$ cat config.mk
export PLATFORM = sky130hd
export DESIGN_NAME = pc_unit
export DESIGN_NICKNAME = d
export VERILOG_FILES = /design/src/rtl/pc_unit.sv
export SDC_FILE = /design/constraint.sdc
export NUM_CORES = 1
export LEC_CHECK = 0
export ABC_AREA = 1
export BUFFER_PORTS_ARGS = -buffer_cell sky130_fd_sc_hd__buf_2
export CAP_MARGIN = 20
export CORE_AREA = 4 4 137 106
export CTS_BUF_LIST = sky130_fd_sc_hd__clkbuf_4 sky130_fd_sc_hd__clkbuf_8
export DETAILED_ROUTE_END_ITERATION = 16
export DIE_AREA = 0 0 141 110
export PLACE_DENSITY = 0.85
export REMOVE_ABC_BUFFERS = 1
export SETUP_SLACK_MARGIN = 0.15
export SLEW_MARGIN = 30
export SYNTH_ARGS = -nofsm -noshare
export SYNTH_HDL_FRONTEND = slang
export SYNTH_SLANG_ARGS = --single-unit
export TNS_END_PERCENT = 1
$ cat constraint.sdc
create_clock -name clk -period 6.9 [get_ports clk]
set_input_delay 0 -clock clk [delete_from_list [all_inputs] [get_ports clk]]
set_output_delay 0 -clock clk [all_outputs]
set_load 0.005 [all_outputs]
$ cat src/rtl/pc_unit.sv
// pc_unit: fetch program counter with boot/run/stall/halt sequencing, branch/jump
// target generation, misalignment trap and accepted-update counter.
module pc_unit #(
  parameter logic [31:0] RESET_PC = 32'h0000_0000
) (
  input  logic        clk,
  input  logic        rst_n,
  input  logic [31:0] next_pc,
  input  logic        stall,
  input  logic        halt,
  input  logic [15:0] imm16,
  input  logic [25:0] instr26,
  output logic [31:0] pc,
  output logic [31:0] pc_plus4,
  output logic [31:0] branch_target,
  output logic [31:0] jump_target,
  output logic        pc_valid,
  output logic        align_err,
  output logic [31:0] err_pc,
  output logic [31:0] instr_count
);
  typedef enum logic [1:0] {BOOT, RUN, STALL, HALTED} state_t;
  state_t state, state_n;
  logic load, trap;
  assign pc_plus4      = pc + 32'd4;
  assign branch_target = pc_plus4 + {{14{imm16[15]}}, imm16, 2'b00};
  assign jump_target   = {pc_plus4[31:28], instr26, 2'b00};
  // Halt beats stall, stall beats the alignment check, all three block the load.
  always_comb begin
    state_n = state;
    load    = 1'b0;
    trap    = 1'b0;
    case (state)
      BOOT:  state_n = RUN;
      RUN: begin
        if (halt) state_n = HALTED;
        else if (stall) state_n = STALL;
        else if (|next_pc[1:0]) begin
          state_n = HALTED;
          trap    = 1'b1;
        end else load = 1'b1;
      end
      STALL: state_n = halt ? HALTED : stall ? STALL : RUN;
      default: state_n = HALTED;
    endcase
  end
  always_ff @(posedge clk or negedge rst_n) begin
    if (!rst_n) begin
      state       <= BOOT;
      pc          <= RESET_PC;
      pc_valid    <= 1'b0;
      align_err   <= 1'b0;
      err_pc      <= 32'h0;
      instr_count <= 32'h0;
    end else begin
      state    <= state_n;
      pc_valid <= (state_n == RUN) || (state_n == STALL);
      if (load) begin
        pc          <= next_pc;
        instr_count <= instr_count + 32'd1;
      end
      if (trap) begin
        align_err <= 1'b1;
        err_pc    <= next_pc;
      end
    end
  end
endmodule

==> summary.txt <==
Outcome
  • Outcome: completed

Place
  • Count of input and output buffers: 217
  • Routability congestion estimate from global placement: 0.978
  • Half-perimeter wire length after detailed placement: 17900 um
  • Post-Place Cells: 1365
  • Setup slack after placement: 3.73 ns

Timing
  • Total negative setup slack: 0 ns
  • Clock Skews: 0.0135 ns
  • Worst Tran Pin Value: 0.824 ns
  • Worst slew margin: 45.0%
  • Peak clock frequency supported by timing: 271 MHz
  • Unrepaired setup endpoints after global routing: no
  • Post-layout min period: 3.69 ns
  • Hold Violations, Final: 0
  • Count of final setup violators: 0
  • Number of pins exceeding their max-slew limit in the final report: 0
  • Final critical-path setup slack: 3.21 ns
  • Period utilisation layout: 53.5%
  • Hold_ws: 0.0000355 ns

Cells and area
  • Cell Count, Final, Fillers Out: 1416
  • Highest-count cells in the layout ignoring fill and taps: 330 x sky130_fd_sc_hd__nand2_1, 216 x sky130_fd_sc_hd__buf_2, 140 x sky130_fd_sc_hd__inv_1
  • Final layout net count: 1353
  • Layout overhead on the synthesized area: 21.6%
  • Ratio of cells with drive above 1 in the final layout: 20.6%
  • Final antenna diode count: 0
  • Leading cell type in the layout, fill and taps excluded: sky130_fd_sc_hd__nand2_1

Global routing
  • Initial antenna violation count: 0
  • Via count of the first global-routing pass: 6815
  • Total global routing track utilization: 28.8%
  • First-pass GRT wire length: 35500 um
  • Maximum number of pins on one net before global-route repair: 71
  • Gr ovfl total: 0

Clock network
  • Clock transition at the registers of the reported paths: 0.10 ns
  • Source-to-sink clock delay at the later pin of the worst-skew pair: 0.36 ns
  • Buffer count from post-CTS setup fixing: 0
  • Clk root buf: sky130_fd_sc_hd__clkbuf_8
  • Number of buffers inserted during clock tree synthesis: 9
  • Cts hold-fix bufs: 35
  • TritonCTS sink count: 100
  • Post-CTS sizing: 0
  • Clock tree buffer depth: 2
  • TritonCTS clock tree: built
  • CTS HTree Levels: 3

Detailed routing
  • Total via count in the routed design: 7421
  • Avg WL per Cell: 15.9 um
  • Post-DR vias/cell: 5.24
  • First drt pass iteration count: 5
  • Routed WL: 22500 um
  • Antenna viol nets, final: 0
  • Number of design rule violations left after detail routing: 0
  • DRC marker count from the first detailed-route iteration: 621

Synth
  • Top flip-flop cell by instance count after synthesis: sky130_fd_sc_hd__dfrtp_1
  • Synthesized flop and latch total: 100
  • Post-synth EDFFs: 0
  • Post-synth top area cell: sky130_fd_sc_hd__dfrtp_1
  • Share of the yosys chip area belonging to registers: 34.9%
  • Share of the synthesized area in the top cell type: 34.9%
  • Ys Warns: 0
  • Post-Synthesis Cells: 1023
  • Count of different cell masters after synthesis: 35
  • Netlist Area Pre-Place: 0.00717 mm^2
  • Top cells by area in the synthesized netlist: sky130_fd_sc_hd__dfrtp_1 35%, sky130_fd_sc_hd__nand2_1 17%, sky130_fd_sc_hd__inv_1 7.3%
  • Synthesized area divided by synthesized cell count: 7.01 um^2
  • Proportion of register bits with asynchronous set or reset after synthesis: 100%

Die
  • Area of the die: 0.0155 mm^2
  • Area of the core: 0.0130 mm^2
  • I/O pin count: 272
  • Die Y-Extent: 110 um
  • Standard-cell rows: 36
  • Starting density of the core: 55.3%
  • Horizontal die dimension: 141 um

Worst setup path
  • Data required time of the worst path: 6.90 ns
  • Crit path launch type: register
  • Crit-path max FO: 5
  • Critical Path End Type: primary output
  • Arrival @ worst endpoint: 3.69 ns
  • WS Path Type: reg2out

Power
  • Pwr/cell area: 150 mW/mm^2
  • Leak pwr: 5.07 nW
  • VDD IR-drop max: 0.000109 V

Hold path
  • Worst hold path class: in2out

Flow run
  • Max_cap viols: 0
[cells in the mapped netlist, drive strengths merged (2+ instances only)]
cell	number
xor2	39
nor3	21
dfrtp	100
buf	38
clkbuf	10
nand2	333
a21oi	31
o21ai	65
nand3	50
inv	142
a21boi	2
xnor2	31
nor2	95
o21bai	4
ha	34
or2	2
nand4	19
[sequential cells by signal, summed over array words and instances (netlist names)]
signal	count
err_pc	32
instr_count	32
pc	32
state	2
align_err	1
pc_valid	1
[metal layers]
layer	global-route usage, %	wire, um
met2	42.6	9460
met5	0	0
met3	9.27	2400
met1	42.3	10400
met4	4.50	207
[metrics by stage]
step                util (%)  power [mW]  instance area, um^2
floorplan                  -       0.780                 6860
CTS                     67.2        1.31                 8720
detailed placement      63.0       0.914                 8170
finish                  67.3        1.30                 8720
global route            67.3        1.38                 8720
global placement        63.0       0.910                 8170
[cell type report]
class	instances	area (um^2)
fill	1147	4250
multi-input combinational	734	3820
sequential	100	2500
timing repair buffer	253	1450
inverter	142	533
tap	171	214
clock buffer	10	131
clock inverter	6	70.1
[where the power goes]
group	total, mW	internal, mW	switching (mW)
Clock	0.381	0.176	0.205
Combinational	0.293	0.124	0.168
Sequential	0.630	0.608	0.0221
[final timing paths]
check                                            from                          end  depth (start not counted)  slack (ns)
worst max register to register     state[1]$_DFF_PN0_  instr_count[28]$_DFFE_PN0P_                          9        4.61
worst max-delay path                pc[2]$_DFFE_PN0P_            branch_target[24]                         19        3.21
worst min register to register  align_err$_DFFE_PN0P_        align_err$_DFFE_PN0P_                          1        0.48
worst min-delay path                       instr26[3]               jump_target[5]                          0     0.00004
max in group asynchronous                       rst_n           pc[11]$_DFFE_PN0P_                          3        5.82
min in group asynchronous                       rst_n       err_pc[24]$_DFFE_PN0P_                          2        0.13
[kinds of logic (layout without fill, tap and decap cells)]
kind of cell	after synthesis	count (layout)	share of synthesized area [%]
AND/OR/NAND/NOR	520	520	30.6
buffers and inverters	190	411	11.9
AO/OA/AOI/OAI	107	107	7.85
flip-flops	100	100	34.9
XOR/XNOR	70	70	8.55
adder cells (fa/ha/maj)	35	35	6.21
other	1	2	0.0523
[worst max-delay path: stages, from the launching register on]
cell                      delay [ns]
sky130_fd_sc_hd__dfrtp_1        0.45
sky130_fd_sc_hd__ha_1           0.22
sky130_fd_sc_hd__inv_1          0.06
sky130_fd_sc_hd__nor2_2         0.22
sky130_fd_sc_hd__nand3_1        0.17
sky130_fd_sc_hd__nor2_2         0.18
sky130_fd_sc_hd__nand2_1        0.15
sky130_fd_sc_hd__nor2_1         0.15
sky130_fd_sc_hd__xor2_1         0.16
sky130_fd_sc_hd__inv_1          0.10
sky130_fd_sc_hd__ha_1           0.37
sky130_fd_sc_hd__nand2_1        0.13
sky130_fd_sc_hd__nor2_1         0.28
sky130_fd_sc_hd__nand2_1        0.09
sky130_fd_sc_hd__inv_1          0.08
sky130_fd_sc_hd__nand4_1        0.14
sky130_fd_sc_hd__nand3_1        0.12
sky130_fd_sc_hd__nand2_1        0.05
sky130_fd_sc_hd__nand2_1        0.08
sky130_fd_sc_hd__buf_2          0.12
Note: power is estimated with default switching activity, not from simulation.
